## config.mk

```make
export PLATFORM = sky130hd
export DESIGN_NAME = count_sweep_ctrl
export DESIGN_NICKNAME = d
export VERILOG_FILES = /design/src/rtl/count_sweep_ctrl.sv
export SDC_FILE = /design/constraint.sdc
export NUM_CORES = 1
export LEC_CHECK = 0
export BUFFER_PORTS_ARGS = -buffer_cell sky130_fd_sc_hd__buf_2
export CELL_PAD_IN_SITES_DETAIL_PLACEMENT = 1
export CELL_PAD_IN_SITES_GLOBAL_PLACEMENT = 1
export CORE_MARGIN = 2
export CORE_UTILIZATION = 35
export CTS_CLUSTER_SIZE = 40
export DETAILED_ROUTE_END_ITERATION = 12
export MAX_ROUTING_LAYER = met4
export PLACE_DENSITY_LB_ADDON = 0.1
export SLEW_MARGIN = 20
export SYNTH_ARGS = -nofsm -noshare
export SYNTH_HDL_FRONTEND = slang
export SYNTH_SLANG_ARGS = --single-unit
export TNS_END_PERCENT = 1
```

## constraint.sdc

```tcl
create_clock -name clk -period 2.7 [get_ports clk]
set_input_delay 0.135 -clock clk [delete_from_list [all_inputs] [get_ports clk]]
set_output_delay 0.135 -clock clk [all_outputs]
set_load 0.05 [all_outputs]
```

## src/rtl/count_sweep_ctrl.sv

```systemverilog
// Triangle sweep counter: ramps lo -> hi -> lo for a programmed number of round trips.
// Bounds are captured when a start is accepted. All state updates on the falling edge of clk.
module count_sweep_ctrl #(
    parameter int WIDTH = 4
) (
    input  logic             clk,
    input  logic             rst,
    input  logic             start,
    input  logic             pause,
    input  logic             abort,
    input  logic [WIDTH-1:0] lo,
    input  logic [WIDTH-1:0] hi,
    input  logic [3:0]       loops,
    output logic [WIDTH-1:0] out,
    output logic             dir,
    output logic             busy,
    output logic             done,
    output logic             err
);

    typedef enum logic [1:0] {IDLE, UP, DOWN} state_t;

    state_t           state;
    logic [WIDTH-1:0] lo_l;
    logic [WIDTH-1:0] hi_l;
    logic [3:0]       loops_l;
    logic [3:0]       trips;
    logic             final_trip;

    // loops_l == 0 means run forever, so the final trip is never reached.
    assign final_trip = (loops_l != 4'd0) && ((trips + 4'd1) == loops_l);
    assign busy       = (state != IDLE);

    always_ff @(negedge clk) begin
        if (rst) begin
            state   <= IDLE;
            out     <= '0;
            dir     <= 1'b1;
            done    <= 1'b0;
            err     <= 1'b0;
            trips   <= '0;
            lo_l    <= '0;
            hi_l    <= '0;
            loops_l <= '0;
        end else begin
            done <= 1'b0;
            err  <= 1'b0;
            case (state)
                IDLE: begin
                    if (start) begin
                        if (lo >= hi) begin
                            err <= 1'b1;
                        end else begin
                            lo_l    <= lo;
                            hi_l    <= hi;
                            loops_l <= loops;
                            out     <= lo;
                            dir     <= 1'b1;
                            trips   <= '0;
                            state   <= UP;
                        end
                    end
                end
                UP: begin
                    if (abort) begin
                        state <= IDLE;
                    end else if (!pause) begin
                        if (out != hi_l) begin
                            out <= out + 1'b1;
                        end else begin
                            // Turn around without repeating the endpoint.
                            out   <= hi_l - 1'b1;
                            dir   <= 1'b0;
                            state <= DOWN;
                        end
                    end
                end
                DOWN: begin
                    if (abort) begin
                        state <= IDLE;
                    end else if (!pause) begin
                        if (out != lo_l) begin
                            out <= out - 1'b1;
                        end else if (final_trip) begin
                            state <= IDLE;
                            done  <= 1'b1;
                            dir   <= 1'b1;
                        end else begin
                            if (loops_l != 4'd0) trips <= trips + 4'd1;
                            out   <= lo_l + 1'b1;
                            dir   <= 1'b1;
                            state <= UP;
                        end
                    end
                end
                default: state <= IDLE;
            endcase
        end
    end

endmodule

```

# == Yosys cells after proc, flatten, opt, wreduce, memory -nomap -nowiden ==
# Cells that the tools add are included.
# totals
register_bits,25
in_bits,17
output_inout_bits,8
word_cells,91
# op_classes
add_sub_neg,5
order_cmp,1
n_eq_ne,20
n_mux,39
bitwise,4
n_reduce_logical,13
# ops
operator,count
4-bit two-way mux,16
2-bit inequality test (second input constant),10
2-bit two-way mux,8
8-bit AND reduction,2
3-bit inequality test (second input constant),5
4-bit by 1-bit adder with 4-bit output (second input constant),3
4-bit one-hot mux with 3 select lines,1
1-bit two-way mux,11
9-bit AND reduction,1
4-bit inequality test,2
4-bit one-hot mux with 2 select lines,1
4-bit by 1-bit subtractor with 4-bit output (second input constant),2
2-bit one-hot mux with 3 select lines,1
6-bit AND reduction,1
5-bit OR reduction,1
4-bit == test,1
4-bit greater-or-equal comparator,1
1-bit inverter,4
2-bit nonzero test,2
4-bit nonzero test,1
1-bit one-hot mux with 3 select lines,1
3-bit AND reduction,1
3-bit nonzero test,1
3-bit OR reduction,1
4 further kinds,4

# == Depth between registers and ports, before layout ==
# Gate-level depths: netlist (run 1).
# depth
word_depth,8
depth_mapped,10
depth_no_buf,8

==> run_results.csv, run 1 <==
group,metric,value,unit
outcome,status,"finished with violations",
outcome,failed_checks,"setup timing",
synthesis,async_reset_ff_share,0,%
synthesis,synth_ff_type,"dfxtp_1",
critical_path,r2r-end,"out[1]",
global_route,grt_util_all_layers,21.3,%
critical_path,critPathLaunch,"lo[0]",
min_path,min_delay_worst_endpoint,"dir",
power_and_ir_drop,ir_worst_vdd,0.000258,V
critical_path,slowest_stage,"or4_1",
clock_tree,cts-root-buf,"clkbuf_8",
power_and_ir_drop,p_int,1040,uW
min_path,holdPathStages,2,
clock_tree,cts_sinks,25,
power_and_ir_drop,switching_share,46.3,%
die,core.rowCount,25,
clock_tree,hold_buffers,0,
power_and_ir_drop,p_leak,0.00110,uW
power_and_ir_drop,clkPwrFrac,19.9,%
die,dieArea,5540,um2
sta,max_slew_margin,73.3,%
sta,maxSlewViolCount,0,
min_path,worstHoldStart,"dir",
power_and_ir_drop,p_total,1930,uW
synthesis,yosysSeqAreaShare,28.8,%
die,start_util,36.5,%
sta,rsz0062_at_grt,"yes",
clock_tree,htreeDepth,1,
die,die_h,74.4,um
critical_path,worst_setup_path_end_kind,"flop",
clock_tree,cts_tree,"done",
global_route,grt_pass1_vias,1967,
global_route,grt.met1_usage,24.8,%
run,cap_violations,0,
clock_tree,clock_latency,0.36,ns
critical_path,critPathMaxStageDelay,0.42,ns
critical_path,rrSetupSlack,0.41,ns
placed_design,port_buffers,24,
cells_and_area,final_cell_area,2340,um2
global_route,grt.busiest_layer,"met2",
sta,finalWorstSetupSlack,-0.209,ns
clock_tree,clk_pin_slew_worst_paths,0.04,ns
global_route,grt_start_max_net_pins,30,
global_route,antenna_found_initial,0,
critical_path,cp.arrival,1.82,ns
synthesis,ys_types,45,
synthesis,avgSynthCellArea,8.47,um2
cells_and_area,drive_above_1_share,29.3,%
critical_path,path_buf_inv,2,
placed_design,hpwl,3.86,mm
synthesis,synth_seq_cells,25,
critical_path,critPathTopFamily,"simple AND/OR/NAND/NOR gates",
min_path,worst_hold_path_type,"flop to flop",
synthesis,synth_area,1740,um2
critical_path,timing_worst_setup_path_type,"primary input to flop",
cells_and_area,num_antenna_cells,0,
sta,finClkSkew,0.0182,ns
cells_and_area,final_nets,297,
critical_path,timing.rr.start,"trips[0]",
cells_and_area,layout_commonest_cell,"inv_1",
cells_and_area,nFillCells,589,
global_route,grtUsageMet2,34.8,%
sta,timing.hold.ws,0.511,ns
cells_and_area,synthToLayoutAreaGrowth,34.7,%
power_and_ir_drop,seqPwrFrac,24.4,%
route,dr_total_vias,1704,
power_and_ir_drop,powerDensity,826,nW/um2
sta,fin_setup_tns,-0.982,ns
route,totalWireLength,5.22,mm
die,core_area,4750,um2
route,routedWlPerCell,15.7,um
critical_path,path_max_fanout,4,
placed_design,place_ws,-0.606,ns
route,firstDrtPassIters,4,
power_and_ir_drop,p_comb_share,55.7,%
synthesis,yosysWarnings,0,
route,drtIter0Drc,57,
clock_tree,clockBufferDepth,2,
route,drc,0,
critical_path,start_kind,"primary input",
synthesis,synth-edff-count,0,
cells_and_area,most-common-layout-cells,"36 x inv_1, 25 x nor2_1, 23 x dfxtp_1, 21 x buf_2, 19 x buf_4",
sta,setup_viol,11,
synthesis,syn_nets,235,
critical_path,worstPathRequired,1.61,ns
global_route,grt-ovfl-total,0,
critical_path,r2r.worst_path.cells,7,
critical_path,cp_cell_sequence,"buf_8, inv_8, ha_4, nand2b_4, a2111oi_4, o21ai_2, and2_4, or4_1, a21oi_1",
synthesis,synthCells,205,
route,antenna_left,0,
power_and_ir_drop,power_switching,895,uW
placed_design,postPlaceCellArea,2100,um2
placed_design,gp_congestion,0.831,
sta,hold_violations,0,
global_route,grt_pass1_wl,8.88,mm
global_route,grtUsageMet3,6.78,%
route,viasPerCell,5.12,
die,die-width,74.4,um
die,num_io_pins,25,
sta,tightest_slew,0.397,ns
clock_tree,cts_buffers,3,
==> logic make-up (layout without fill, tap and decap cells) <==
logic type / Yosys count / in the layout / synth area share, %
buffers and inverters: 27 / 88 / 5.91
adders and majority gates: 13 / 13 / 9.37
AOI/OAI and AO/OA: 41 / 41 / 17.1
and+or+nand+nor: 63 / 63 / 19.7
DFF: 25 / 25 / 28.8
xor gates and xnor gates: 22 / 22 / 11.1
muxes: 14 / 14 / 8.07
==> layout make-up <==
cell class                 instances  area (um2)  share of cell area [%]
clock buffer                       3        41.3                    1.76
multi-input combinational        153        1250                    53.3
clock inverter                    26        97.6                    4.17
sequential                        25         503                    21.5
timing repair buffer              44         304                    13.0
tap                               67        83.8                    3.58
inverter                          15        63.8                    2.73
==> power by group through the flow <==
stage	Combinational [uW]	Clock [uW]	Sequential (uW)
3_5_place_dp	994	58.9	476
4_1_cts	1030	410	470
5_1_grt	1180	456	479
3_3_place_gp	963	58.9	472
6_report	1080	384	472
2_1_floorplan	640	58.9	549
==> how the worst max path moves through the flow <==
stage          cells past startpoint  slack, ns        to
2_1_floorplan                      7      -0.30  state[0]
3_3_place_gp                       9      -0.55    out[3]
3_5_place_dp                       9      -0.61    out[1]
4_1_cts                            9      -0.19  state[0]
5_1_grt                            9      -0.22  state[0]
6_report                           9      -0.21  state[0]
==> registers in the layout, indices dropped and copies added, names as in the netlist <==
signal / cells
hi_l: 4
lo_l: 4
loops_l: 4
out: 4
trips: 4
state: 2
dir: 1
done: 1
err: 1
==> synth_stat cells, types with 2 or more instances <==
master	count	area [um2]
a2bb2oi_1	2	17.5
ha_1	13	163
nand2b_1	2	12.5
nand4_1	4	25.0
dfxtp_1	25	500
xnor2_1	18	158
nor2_1	26	97.6
a22oi_1	2	15.0
a21oi_1	10	50.1
a211oi_1	5	37.5
nand2_1	5	18.8
xor2_1	4	35.0
o21ai_1	3	15.0
nor4_1	4	25.0
mux2i_1	14	140
a22o_1	3	26.3
clkbuf_1	9	33.8
nand3_1	5	25.0
o21ai_0	7	35.0
and2_1	2	12.5
inv_1	15	56.3
nor3_1	4	20.0
==> worst reg2reg max path: stages, from the launching register on <==
cell and delay, ns:
dfxtp_1 0.47, ha_1 0.27, xor2_1 0.18, xnor2_1 0.12
nor4_4 0.44, nand2_1 0.24, and2_4 0.24, a22o_1 0.20
==> repair_timing <==
| item | 4_1_cts | 5_1_grt |
|---|---|---|
| setup buffers | 1 | 0 |
| pin swaps | 13 | 6 |
| cloned | 0 | 0 |
| setup endpoints to repair | 21 | 24 |
| resized for setup | 14 | 16 |
==> metrics by stage <==
step | util (%) | instances
after global routing | 49.2 | 333
after CTS | 48.2 | 333
after global placement | 44.2 | 304
final | 49.2 | 333
after detailed placement | 44.2 | 304
after floorplan | - | 205
==> per-layer routing <==
layer  share of wire [%]  vias to the layer above
li1                    -                      839
met1                  44                      819
met2                  50                       39
met3                 4.9                        7
met4                0.73                        0
met5                   0                        -
(Power assumes the default switching activity.)
==> run 2: changes to the inputs <==
Settings changed: ABC_AREA set to 1.
==> run 2 against run 1 <==
The run now ends clean. Clock power is 2% higher. Final cell count rose by 31%. Non-clock buffer count shrank 2. Hold slack worse by 0.051 ns. Wire length increased by 16%. Clock skew is 0.0015 ns lower. Largest power group unchanged. Utilization is 1.8 points lower. First-iteration DRC count increased by 40%. Critical path depth fell by 5. Flip-flop and latch count stayed put. Cell area increased by 4.9%. Setup slack improved by 0.29 ns.
==> run_results.csv, run 2 <==
group,metric,value,unit
outcome,status,"finished clean",
sta,max_slew_margin,52.0,%
sta,tightest_slew,0.719,ns
clock_tree,cts_buffers,3,
power_and_ir_drop,power_switching,1410,uW
synthesis,yosysMostFrequentCell,"nand2_1",
sta,maxSlewViolCount,0,
critical_path,critPathMaxStageDelay,0.34,ns
synthesis,synth_ff_type,"dfxtp_1",
route,dr_total_vias,2130,
critical_path,worst_setup_path_end_kind,"primary output",
cells_and_area,fin_cells,437,
critical_path,critPathMostFrequentCell,"inv_2",
clock_tree,cts_tree,"done",
clock_tree,clockBufferDepth,2,
synthesis,yosysTopAreaCell,"dfxtp_1",
critical_path,cp_cell_sequence,"inv_2, ha_4, inv_2, buf_8",
die,die-width,77.8,um
power_and_ir_drop,p_total,2610,uW
route,totalWireLength,6.06,mm
sta,setup_viol,0,
route,antenna_left,0,
power_and_ir_drop,switching_share,53.9,%
synthesis,synth_seq_cells,25,
synthesis,yosys-top-cells-count,"91 x nand2_1, 40 x inv_1, 31 x nand3_1",
global_route,grt-ovfl-total,0,
sta,fin_setup_tns,0,ns
die,num_io_pins,25,
clock_tree,cts_sinks,25,
die,start_util,36.9,%
synthesis,ys_types,29,
global_route,grt_util_all_layers,21.1,%
cells_and_area,num_antenna_cells,0,
route,routedWlPerCell,13.9,um
global_route,grt_pass1_wl,9.96,mm
route,drtIter0Drc,80,
synthesis,synthTopCellsByArea,"dfxtp_1 26%, nand2_1 18%, ha_1 8.5%, nand3_1 8.1%, inv_1 7.9%",
die,dieArea,6060,um2
synthesis,synth-edff-count,0,
synthesis,yosysWarnings,0,
power_and_ir_drop,ir_worst_vdd,0.000449,V
critical_path,timing_worst_setup_path_type,"flop to primary output",
cells_and_area,most-common-layout-cells,"90 x nand2_1, 59 x inv_1, 30 x nand3_1, 23 x dfxtp_1, 23 x buf_2",
critical_path,cp.arrival,2.49,ns
critical_path,slowest_stage,"dfxtp_2",
power_and_ir_drop,powerDensity,1060,nW/um2
die,core_area,5170,um2
synthesis,syn_nets,335,
critical_path,worstPathRequired,2.57,ns
critical_path,rrSetupSlack,0.58,ns
route,drc,0,
cells_and_area,synthToLayoutAreaGrowth,28.7,%
sta,rsz0062_at_grt,"yes",
route,viasPerCell,4.87,
die,die_h,77.8,um
clock_tree,htreeDepth,1,
critical_path,start_kind,"flop",
global_route,grt_start_max_net_pins,22,
placed_design,dp_cells,408,
route,firstDrtPassIters,4,
die,core.rowCount,26,
clock_tree,clock_latency,0.36,ns
clock_tree,cts-root-buf,"clkbuf_8",
power_and_ir_drop,seqPwrFrac,20.6,%
power_and_ir_drop,clkPwrFrac,15.0,%
placed_design,port_buffers,24,
cells_and_area,layout_commonest_cell,"nand2_1",
min_path,worst_hold_path_type,"flop to flop",
sta,hold_violations,0,
power_and_ir_drop,p_int,1210,uW
synthesis,synth_area,1910,um2
global_route,grt_pass1_vias,2123,
power_and_ir_drop,p_comb_share,64.4,%
cells_and_area,drive_above_1_share,22.6,%
cells_and_area,final_nets,398,
placed_design,hpwl,4.56,mm
clock_tree,clk_pin_slew_worst_paths,0.05,ns
synthesis,avgSynthCellArea,6.26,um2
placed_design,gp_congestion,0.843,
synthesis,yosysSeqAreaShare,26.2,%
synthesis,synthCells,305,
cells_and_area,nFillCells,718,
global_route,antenna_found_initial,0,
power_and_ir_drop,p_leak,0.00129,uW
synthesis,async_reset_ff_share,0,%
critical_path,path_max_fanout,3,
sta,finClkSkew,0.0167,ns
synthesis,yosysTopAreaCellShare,26.2,%
run,cap_violations,0,
## run 2: changes by cell type in the layout (fill, tap and decap cells not counted), moves of 6 or more
cell / delta
nand3_1: +25
xnor2_1: -13
nand2_1: +85
mux2i_1: -14
a21oi_1: +9
inv_1: +23
o21ai_0: +12
nand2_2: +6
## run 2: area by class of cell
class                   count  area [um2]  share of cell area, %
repair buffers             42         278                   11.3
inverters                  43         164                   6.68
multi-input cells         228        1280                   52.3
clock buffers               3        41.3                   1.68
flip-flops and latches     25         503                   20.5
well taps                  70        87.6                   3.57
clock inverters            26        97.6                   3.98
## run 2: worst paths after layout
path	from	end	depth (start not counted)
min	dir	dir	2
max	state[0]	busy	4
min reg2reg	dir	dir	2
max reg2reg	state[0]	trips[0]	9
## run 2: power by group through the flow
stage / registers (uW) / clock network [uW] / logic, uW
final: 537 / 392 / 1680
after CTS: 536 / 419 / 1630
after global routing: 549 / 457 / 1890
after floorplan: 611 / 58.9 / 1070
after detailed placement: 539 / 58.9 / 1570
after global placement: 535 / 58.9 / 1520
## run 2: kinds of logic (layout without fill, tap and decap cells)
family | after synthesis | in the layout | synth area share, %
compound gates | 41 | 41 | 11.6
xor+xnor | 6 | 6 | 2.75
fa+ha+maj | 13 | 13 | 8.52
buf+inv | 52 | 114 | 10.9
flops | 25 | 25 | 26.2
simple gates | 168 | 168 | 40.0
## run 2: routing by layer
metal  routed length (um)  GRT usage (%)
met1                 2890           25.7
met2                 2890           33.8
met3                  235           4.77
met4                   43           8.04
met5                    0              -
## run 2: what timing repair did
item	CTS	global route
gates resized for setup	8	7
pin swaps	0	2
endpoints found under the setup margin	2	7
setup buffers	0	1
hold buffers	0	0
endpoints found under the hold margin	0	0
## run 2: critical path, delay by kind of cell (launching register included)
kind / cells / cell delay, ns
flops: 1 / 0.34
buf+inv: 3 / 0.26
fa+ha+maj: 1 / 0.16
## run 2: through the flow
stage                     hold slack [ns]  setup slack, ns  utilization [%]  instance area, um2
after global routing                0.505          -0.0170             47.5                2450
after CTS                           0.482           0.0219             46.9                2430
after floorplan                     0.448         0.000184                -                1960
after global placement              0.474           -0.233             43.9                2270
after detailed placement            0.476           -0.339             43.9                2270
final                               0.460           0.0790             47.5                2450
